$ cat config.mk
export PLATFORM = sky130hd
export DESIGN_NAME = div_flat
export DESIGN_NICKNAME = d
export VERILOG_FILES = /design/src/rtl/div_if.sv /design/src/rtl/div.sv /design/src/flat_wrapper.sv
export SDC_FILE = /design/constraint.sdc
export NUM_CORES = 1
export LEC_CHECK = 0
export ABC_CLOCK_PERIOD_IN_PS = 8500
export BUFFER_PORTS_ARGS = -buffer_cell sky130_fd_sc_hd__buf_4
export CELL_PAD_IN_SITES_DETAIL_PLACEMENT = 1
export CELL_PAD_IN_SITES_GLOBAL_PLACEMENT = 2
export CORE_MARGIN = 10
export CORE_UTILIZATION = 37
export CTS_CLUSTER_SIZE = 8
export DETAILED_ROUTE_END_ITERATION = 8
export GPL_TIMING_DRIVEN = 0
export PLACE_DENSITY_LB_ADDON = 0.1
export SYNTH_ARGS = -nofsm -noshare
export SYNTH_HDL_FRONTEND = slang
export SYNTH_SLANG_ARGS = --single-unit
$ cat constraint.sdc
create_clock -name clk -period 8.5 [get_ports clk]
set_input_delay 0.425 -clock clk [delete_from_list [all_inputs] [get_ports clk]]
set_output_delay 0.425 -clock clk [all_outputs]
set_load 0.05 [all_outputs]
$ cat src/rtl/div_if.sv
// Request/response bundle between the EX stage and the multi-cycle divider.
// The EX stage is the master; the divider is the slave.
interface div_if #(
  parameter int WIDTH = 32
);
  logic               signed_div_i;
  logic [WIDTH-1:0]   opdata1_i;
  logic [WIDTH-1:0]   opdata2_i;
  logic               start_i;
  logic               annul_i;
  logic [2*WIDTH-1:0] result_o;
  logic               ready_o;

  modport master (
    output signed_div_i, opdata1_i, opdata2_i, start_i, annul_i,
    input  result_o, ready_o
  );

  modport slave (
    input  signed_div_i, opdata1_i, opdata2_i, start_i, annul_i,
    output result_o, ready_o
  );
endinterface

$ cat src/rtl/div.sv
// Multi-cycle restoring shift-subtract divider (DIV/DIVU), one quotient bit per cycle.
// result_o = {remainder, quotient}; both outputs are registered.
module div #(
  parameter int WIDTH = 32
) (
  input logic  clk,
  input logic  rst,
  div_if.slave bus
);
  localparam int CNT_W = $clog2(WIDTH + 1);
  localparam logic [CNT_W-1:0] CNT_DONE = CNT_W'(WIDTH);
  localparam logic [CNT_W-1:0] CNT_ONE  = {{(CNT_W-1){1'b0}}, 1'b1};
  localparam logic [CNT_W-1:0] CNT_ZERO = {CNT_W{1'b0}};
  localparam logic [WIDTH-1:0] W_ZERO   = {WIDTH{1'b0}};
  localparam logic [2*WIDTH-1:0] R_ZERO = {(2*WIDTH){1'b0}};

  typedef enum logic [1:0] {
    ST_FREE   = 2'd0,
    ST_BYZERO = 2'd1,
    ST_ON     = 2'd2,
    ST_END    = 2'd3
  } state_t;

  state_t             state_r;
  logic [CNT_W-1:0]   cnt_r;
  logic [2*WIDTH-1:0] acc_r;
  logic [WIDTH-1:0]   divisor_r;
  logic               neg_quot_r;
  logic               neg_rem_r;
  logic [2*WIDTH-1:0] result_r;
  logic               ready_r;

  logic [WIDTH:0]     trial_s;
  logic [2*WIDTH-1:0] step_s;
  logic [WIDTH-1:0]   quot_s;
  logic [WIDTH-1:0]   rem_s;

  function automatic logic [WIDTH-1:0] twos_neg(input logic [WIDTH-1:0] v);
    return ~v + {{(WIDTH-1){1'b0}}, 1'b1};
  endfunction

  function automatic logic [WIDTH-1:0] abs_val(input logic [WIDTH-1:0] v, input logic is_signed);
    return (is_signed && v[WIDTH-1]) ? twos_neg(v) : v;
  endfunction

  // One restoring step plus the final sign fix-up of the finished quotient/remainder.
  always_comb begin
    // Minuend is the shifted upper half including the bit shifted out of the top,
    // so divisors >= 2^(WIDTH-1) still see the full partial remainder.
    trial_s = acc_r[2*WIDTH-1:WIDTH-1] - {1'b0, divisor_r};
    if (trial_s[WIDTH] == 1'b0) begin
      step_s = {trial_s[WIDTH-1:0], acc_r[WIDTH-2:0], 1'b1};
    end else begin
      step_s = {acc_r[2*WIDTH-2:0], 1'b0};
    end
    if (neg_quot_r) begin
      quot_s = twos_neg(acc_r[WIDTH-1:0]);
    end else begin
      quot_s = acc_r[WIDTH-1:0];
    end
    if (neg_rem_r) begin
      rem_s = twos_neg(acc_r[2*WIDTH-1:WIDTH]);
    end else begin
      rem_s = acc_r[2*WIDTH-1:WIDTH];
    end
  end

  // Control FSM with datapath registers and registered outputs.
  always_ff @(posedge clk) begin
    if (rst) begin
      state_r    <= ST_FREE;
      cnt_r      <= CNT_ZERO;
      acc_r      <= R_ZERO;
      divisor_r  <= W_ZERO;
      neg_quot_r <= 1'b0;
      neg_rem_r  <= 1'b0;
      result_r   <= R_ZERO;
      ready_r    <= 1'b0;
    end else begin
      case (state_r)
        ST_FREE: begin
          ready_r  <= 1'b0;
          result_r <= R_ZERO;
          if (bus.start_i && !bus.annul_i) begin
            if (bus.opdata2_i == W_ZERO) begin
              state_r <= ST_BYZERO;
            end else begin
              state_r    <= ST_ON;
              cnt_r      <= CNT_ZERO;
              divisor_r  <= abs_val(bus.opdata2_i, bus.signed_div_i);
              acc_r      <= {W_ZERO, abs_val(bus.opdata1_i, bus.signed_div_i)};
              neg_quot_r <= bus.signed_div_i & (bus.opdata1_i[WIDTH-1] ^ bus.opdata2_i[WIDTH-1]);
              neg_rem_r  <= bus.signed_div_i & bus.opdata1_i[WIDTH-1];
            end
          end else begin
            state_r <= ST_FREE;
          end
        end
        ST_BYZERO: begin
          state_r  <= ST_END;
          result_r <= R_ZERO;
          ready_r  <= 1'b1;
        end
        ST_ON: begin
          // A flush beats completion on the same edge.
          if (bus.annul_i) begin
            state_r  <= ST_FREE;
            ready_r  <= 1'b0;
            result_r <= R_ZERO;
          end else if (cnt_r != CNT_DONE) begin
            acc_r <= step_s;
            cnt_r <= cnt_r + CNT_ONE;
          end else begin
            state_r  <= ST_END;
            result_r <= {rem_s, quot_s};
            ready_r  <= 1'b1;
          end
        end
        ST_END: begin
          if (!bus.start_i) begin
            state_r  <= ST_FREE;
            ready_r  <= 1'b0;
            result_r <= R_ZERO;
          end else begin
            state_r <= ST_END;
          end
        end
        default: begin
          state_r  <= ST_FREE;
          ready_r  <= 1'b0;
          result_r <= R_ZERO;
        end
      endcase
    end
  end

  assign bus.result_o = result_r;
  assign bus.ready_o  = ready_r;
endmodule

$ cat src/flat_wrapper.sv
// flat-port wrapper written by rule: the top's interface ports become plain ports
module div_flat 
#(
  parameter int WIDTH = 32
)
  (clk, rst, bus_signed_div_i, bus_opdata1_i, bus_opdata2_i, bus_start_i, bus_annul_i, bus_result_o, bus_ready_o);
  div_if #(.WIDTH(WIDTH)) bus_i ();
  input logic clk;
  input logic rst;
  input wire logic [$bits(bus_i.signed_div_i)-1:0] bus_signed_div_i;
  input wire logic [$bits(bus_i.opdata1_i)-1:0] bus_opdata1_i;
  input wire logic [$bits(bus_i.opdata2_i)-1:0] bus_opdata2_i;
  input wire logic [$bits(bus_i.start_i)-1:0] bus_start_i;
  input wire logic [$bits(bus_i.annul_i)-1:0] bus_annul_i;
  output wire logic [$bits(bus_i.result_o)-1:0] bus_result_o;
  output wire logic [$bits(bus_i.ready_o)-1:0] bus_ready_o;
  assign bus_i.signed_div_i = bus_signed_div_i;
  assign bus_i.opdata1_i = bus_opdata1_i;
  assign bus_i.opdata2_i = bus_opdata2_i;
  assign bus_i.start_i = bus_start_i;
  assign bus_i.annul_i = bus_annul_i;
  assign bus_result_o = bus_i.result_o;
  assign bus_ready_o = bus_i.ready_o;
  div #(.WIDTH(WIDTH)) u_core (.clk(clk), .rst(rst), .bus(bus_i));
endmodule
==> After elaboration in Yosys (flattened, before gate mapping) <==
Cells that the tools add are included.
{ "word_totals": {"output_inout_bits": 65, "in_bits": 69, "ff_bits": 171, "word_cells": 72} }
{ "op_classes": {"n_addsub": 6, "bitwise_logic": 8, "n_eq_ne": 10, "n_reduce_logical": 11, "mux": 29} }
{ "ops": {"columns": ["op", "n"], "rows": [
  ["64-bit 2-to-1 mux", 8],
  ["64-bit case mux with 3 select lines", 1],
  ["32-bit by 1-bit adder with 32-bit output, second input constant", 4],
  ["32-bit 2-to-1 mux", 4],
  ["32-bit inverter", 4],
  ["64-bit case mux with 2 select lines", 1],
  ["33-bit by 32-bit subtractor with 33-bit output", 1],
  ["32-bit zero test", 1],
  ["6-bit 2-to-1 mux", 4],
  ["6-bit case mux with 2 select lines", 1],
  ["2-bit 2-to-1 mux", 5],
  ["2-bit case mux with 4 select lines", 1],
  ["6-bit by 1-bit adder with 6-bit output, second input constant", 1],
  ["2-bit inequality test, second input constant", 3],
  ["6-bit inequality test, second input constant", 1],
  ["5-bit AND reduction", 1],
  ["2-bit equality test, second input constant", 2],
  ["2-bit by 1-bit inequality test with 1-bit output, second input constant", 2],
  ["1-bit case mux with 4 select lines", 1],
  ["1-bit logical AND", 3],
  ["1-bit 2-to-1 mux", 3],
  ["3-bit inequality test, second input constant", 1],
  ["3-bit AND reduction", 1],
  ["1-bit AND", 2],
  ["8 further kinds", 8]
]} }

==> Depth between registers and ports, before layout <==
{ "logic_depth": {"depth_word": 6, "depth_mapped": 13, "ltp_nobuf": 12} }

==> Worst setup path after synthesis <==
OpenSTA, ideal clock, no wires.
{ "synth_timing": {"path_kind": "reg2reg", "startpoint": "register u_core.acc_r[34]", "endpoint": "register u_core.acc_r[44]", "n_path_buf": 1, "stages_incl_launch_ff": 12, "path_slack_ns": 5.553, "setup_time_ns": 0.120, "t_required_ns": 8.380, "synth_period_minus_slack_ns": 2.947, "arrival_ns": 2.827, "cell_sequence": "dfxtp_1 ha_1 o211ai_1 a21oi_1 o311a_1 a221o_1 a41oi_1 a21oi_2 xnor2_2 buf_2 mux2i_1 o21ai_1"} }
{ "synth_via": {"elab_chain_len": 5} }
{ "synth_rtl": {"columns": ["item", "line", "source"], "rows": [
  ["start: declaration", "div.sv:26", "logic [2*WIDTH-1:0] acc_r;"],
  ["start signal: assignment", "div.sv:91", "acc_r <= {W_ZERO, abs_val(bus.opdata1_i, bus.signed_div_i)};"],
  ["start signal: assignment", "div.sv:111", "acc_r <= step_s;"],
  ["33-bit by 32-bit subtractor with 33-bit output", "div.sv:50", "trial_s = acc_r[2*WIDTH-1:WIDTH-1] - {1'b0, divisor_r};"],
  ["64-bit 2-to-1 mux", "div.sv:51", "if (trial_s[WIDTH] == 1'b0) begin"],
  ["64-bit 2-to-1 mux", "div.sv:110", "end else if (cnt_r != CNT_DONE) begin"],
  ["64-bit 2-to-1 mux", "div.sv:106", "if (bus.annul_i) begin"],
  ["64-bit case mux with 2 select lines", "div.sv:80", "case (state_r)"]
]} }
No other way between the ends. The select of a mux whose other input is x is not followed.
A chain may end at the register's enable or synchronous reset.

==> Final worst setup path <==
{ "layout_timing": {"startpoint": "register u_core.acc_r[31]", "endpoint": "register u_core.acc_r[51]"} }
Same word-level chain as after synthesis.

==> results by group <==
GRT
  – GRT overflow: 0
  – Initial antenna violation count: 0
  – Pin count of the biggest net entering global routing: 17
  – Global-route wire length before repair: between 60,000 and 70,000 um
  – GRT Overall Usage: 0.2136
  – Vias in the first global route: approximately 11,000

Clock network
  – H-tree levels: 4
  – Num CTS Buffers: 17
  – Hold buffers post-CTS: 0
  – Clock tree sinks: 171
  – Clock buffer depth: 2
  – CTS tree: built
  – CTS Root Cell: clkbuf_16
  – Worst skew pair latency: 0.44 ns
  – CTS resizes: 0
  – Clk slew on worst S/H paths: 0.07 ns
  – Post CTS Setup Buffer Count: 0

Finish
  – Synthesis-to-finish area growth: 19.15%
  – Reg area: between 3000 and 4000 sq um
  – Multi-input combinational cell area: about 7000 sq um
  – ANT cells: 0
  – Share of post-route cells with drive strength above 1: 0.1336
  – FILL cells: 3,542
  – Net count reported at finish: around 1,700

STA
  – RSZ-0062 raised after global routing: false
  – Max-slew violations: 0
  – Slew margin rel.: 0.05774
  – Endpoints failing setup: 0
  – Post-route clock skew: slightly above 0.01 ns
  – Min Tclk post-route: ~4.0 ns
  – Sum Neg Setup Slack: 0 ns
  – Final Hold Viols: 0
  – Final period utilization: 0.4650
  – Measured slew at the worst slew-check pin: around 1.4 ns
  – Fmax: between 200 and 300 MHz
  – Hold WS: around 0.24 ns

Setup path
  – Kind of start point of the critical path: flip-flop
  – Family with the most delay on the worst path: compound AO/OA/AOI/OAI gates
  – CP Max Fanout: 10
  – Buf/Inv on CP: 2
  – Worst setup EP type: flip-flop
  – Critical Path RT: 8.86 ns
  – Max stage delay on crit path: between 0.6 and 0.7 ns
  – Critical path class: flip-flop to flip-flop
  – Crit path max-delay cell type: xnor2_2
  – Critical Path, Cell by Cell: inv_1 > ha_1 > fa_1 > nand2b_1 > a21oi_1 > o311a_1 > a221o_1 > a41oi_1 > a21oi_2 > xnor2_2 > buf_2 > a32oi_1 > o21ai_0
  – WP data arrival: roughly 4.3 ns

Synth
  – Post-synthesis sequential area ratio: 0.3136
  – Mean Syn Cell Area: between 7 and 8 sq um
  – Synthesized net count: 1,505
  – Yosys warning total: 0
  – Post-synth EDFFs: 0
  – Post-synth ARST share: 0
  – Count of different cell masters after synthesis: between 70 and 80
  – Main flop type after synthesis: dfxtp_1
  – Cells after Synth: between 1,000 and 1,500
  – Netlist Area Pre-Place: roughly 11,000 sq um
  – #FFs+latches synth: roughly 170

Route
  – Final WL: a little under 40,000 um
  – Routed Antenna Nets: 0
  – WL per Instance: about 20 um
  – Via density per instance: between 5 and 6
  – 1st-pass router iterations: 5
  – Initial DRC count: 627
  – Drt drc: 0
  – Via count: between 10,000 and 15,000

Pwr
  – Gate power share: 0.196
  – Sequential Power Share: 0.407
  – NetSw: ~650 uW
  – Final Power: about 2.1 mW
  – Int Power: between 1 and 1.5 mW
  – Clock power frac: 0.397
  – Switching Share: 0.3082
  – Power Density: ~160 nW/um^2
  – Max IR drop VDD: approximately 0.11 mV
  – Leakage: 5.113 nW

Hold path
  – Min-delay worst type: primary input to flip-flop

Place
  – IO buf count: about 130
  – Final GP Congestion: roughly 0.9
  – Post-DP HPWL: 31,600 um

Die
  – Die Area: 36,780 sq um
  – Initial core utilization: 0.3773
  – # rows: 62
  – Chip Height: 191.8 um
  – Core area: a little under 30,000 sq um
  – I/O pin count: ~130
  – Die W: between 150 and 200 um

Flow run
  – Max-cap violations: 0

Run status
  – Status: completed
power by group through the flow:
| stage | combinational, mW | sequential [mW] | clock, mW |
|---|---|---|---|
| after floorplan | 0.269 | 0.866 | 0 |
| after global placement | 0.401 | 0.872 | 0 |
| after detailed placement | 0.406 | 0.873 | 0 |
| after CTS | 0.410 | 0.854 | 0.847 |
| after global routing | 0.455 | 0.858 | 0.875 |
| final | 0.411 | 0.855 | 0.833 |
final timing paths:
| kind | startpoint | endpoint | slack, ns | cells past startpoint |
|---|---|---|---|---|
| max | u_core.acc_r[31] | u_core.acc_r[51] | 4.55 | 13 |
| min | bus_opdata2_i[0] | u_core.divisor_r[0] | 0.24 | 3 |
| max reg2reg | u_core.acc_r[31] | u_core.acc_r[51] | 4.55 | 13 |
| min reg2reg | u_core.bus.result_o[60] | u_core.bus.result_o[60] | 0.46 | 2 |
layer usage:
layer | track usage | routed length (um) | vias up
li1 | - | - | 5260
met1 | 0.3137 | 20670 | 5187
met2 | 0.3227 | 16640 | 194
met3 | 0.02938 | 1626 | 24
met4 | 0.04567 | 424 | 0
met5 | 0 | 0 | -
stage by stage:
step,utilization,setup WS [ns],cells,cell area (sq um)
final,0.4495,4.548,1941,13010
after global routing,0.4495,4.358,1941,13010
after CTS,0.4495,4.616,1941,13010
after detailed placement,0.4284,4.636,1909,12400
after global placement,0.4284,4.702,1909,12400
after floorplan,-,5.553,1392,10920
flip-flops by register name, summed over array words and instances, names as in the netlist:
name                 count
u_core.state_r           2
u_core.bus.result_o     64
u_core.neg_quot_r        1
u_core.divisor_r        32
u_core.bus.ready_o       1
u_core.acc_r            64
u_core.neg_rem_r         1
u_core.cnt_r             6
area by class of cell:
class / count / area share
well taps: 384 / 0.03694
clock inverters: 15 / 0.01433
clock buffers: 17 / 0.03270
multi-input cells: 1085 / 0.5315
flip-flops and latches: 171 / 0.2632
plain buffers: 77 / 0.02761
repair buffers: 133 / 0.07676
inverters: 59 / 0.01703
worst reg2reg max path, cell delays in order (launching register included):
cell      delay, ns
dfxtp_1        0.31
inv_1          0.15
ha_1           0.23
fa_1           0.22
nand2b_1       0.16
a21oi_1        0.11
o311a_1        0.41
a221o_1        0.42
a41oi_1        0.41
a21oi_2        0.18
xnor2_2        0.64
buf_2          0.35
a32oi_1        0.16
o21ai_0        0.14
kinds of logic (layout without fill, tap and decap cells):
group,count (synthesis),after routing,synth area share
buffers and inverters,136,301,0.05318
AO/OA/AOI/OAI,419,419,0.2501
multiplexers,22,22,0.02029
adder cells (fa/ha/maj),44,44,0.05112
XOR/XNOR,150,150,0.1217
flip-flops,171,171,0.3136
AND/OR/NAND/NOR,450,450,0.1900
cell usage after synthesis, types with 14 or more instances:
| library cell | instances | area [sq um] |
|---|---|---|
| a211oi_1 | 40 | 300.3 |
| a21o_1 | 16 | 120.1 |
| a21oi_1 | 92 | 460.4 |
| a22oi_1 | 45 | 337.8 |
| clkbuf_1 | 55 | 206.5 |
| dfxtp_1 | 171 | 3423 |
| ha_1 | 43 | 538.0 |
| inv_1 | 59 | 221.5 |
| mux2i_1 | 21 | 210.2 |
| nand2_1 | 159 | 596.8 |
| nand3_1 | 17 | 85.08 |
| nor2_1 | 150 | 563.0 |
| nor3_1 | 27 | 135.1 |
| o211ai_1 | 21 | 157.7 |
| o21ai_0 | 87 | 435.4 |
| o21ai_1 | 21 | 105.1 |
| o31ai_1 | 26 | 195.2 |
| o41ai_1 | 14 | 122.6 |
| or3_1 | 15 | 93.84 |
| xnor2_1 | 98 | 858.3 |
| xor2_1 | 50 | 437.9 |
cells in the final DEF (no fill, tap or decap), types with 17 or more instances in the layout:
master,count
nand2_1,159
xnor2_1,98
clkbuf_1,55
buf_4,138
o21ai_0,87
nor3_1,27
nor2_1,150
a22oi_1,45
o211ai_1,21
a211oi_1,40
a21oi_1,92
o21ai_1,21
xor2_1,50
ha_1,43
mux2i_1,21
o31ai_1,26
clkbuf_16,17
nand3_1,17
dfxtp_1,171
inv_1,59
No activity file was read; power rests on OpenSTA's default activity.
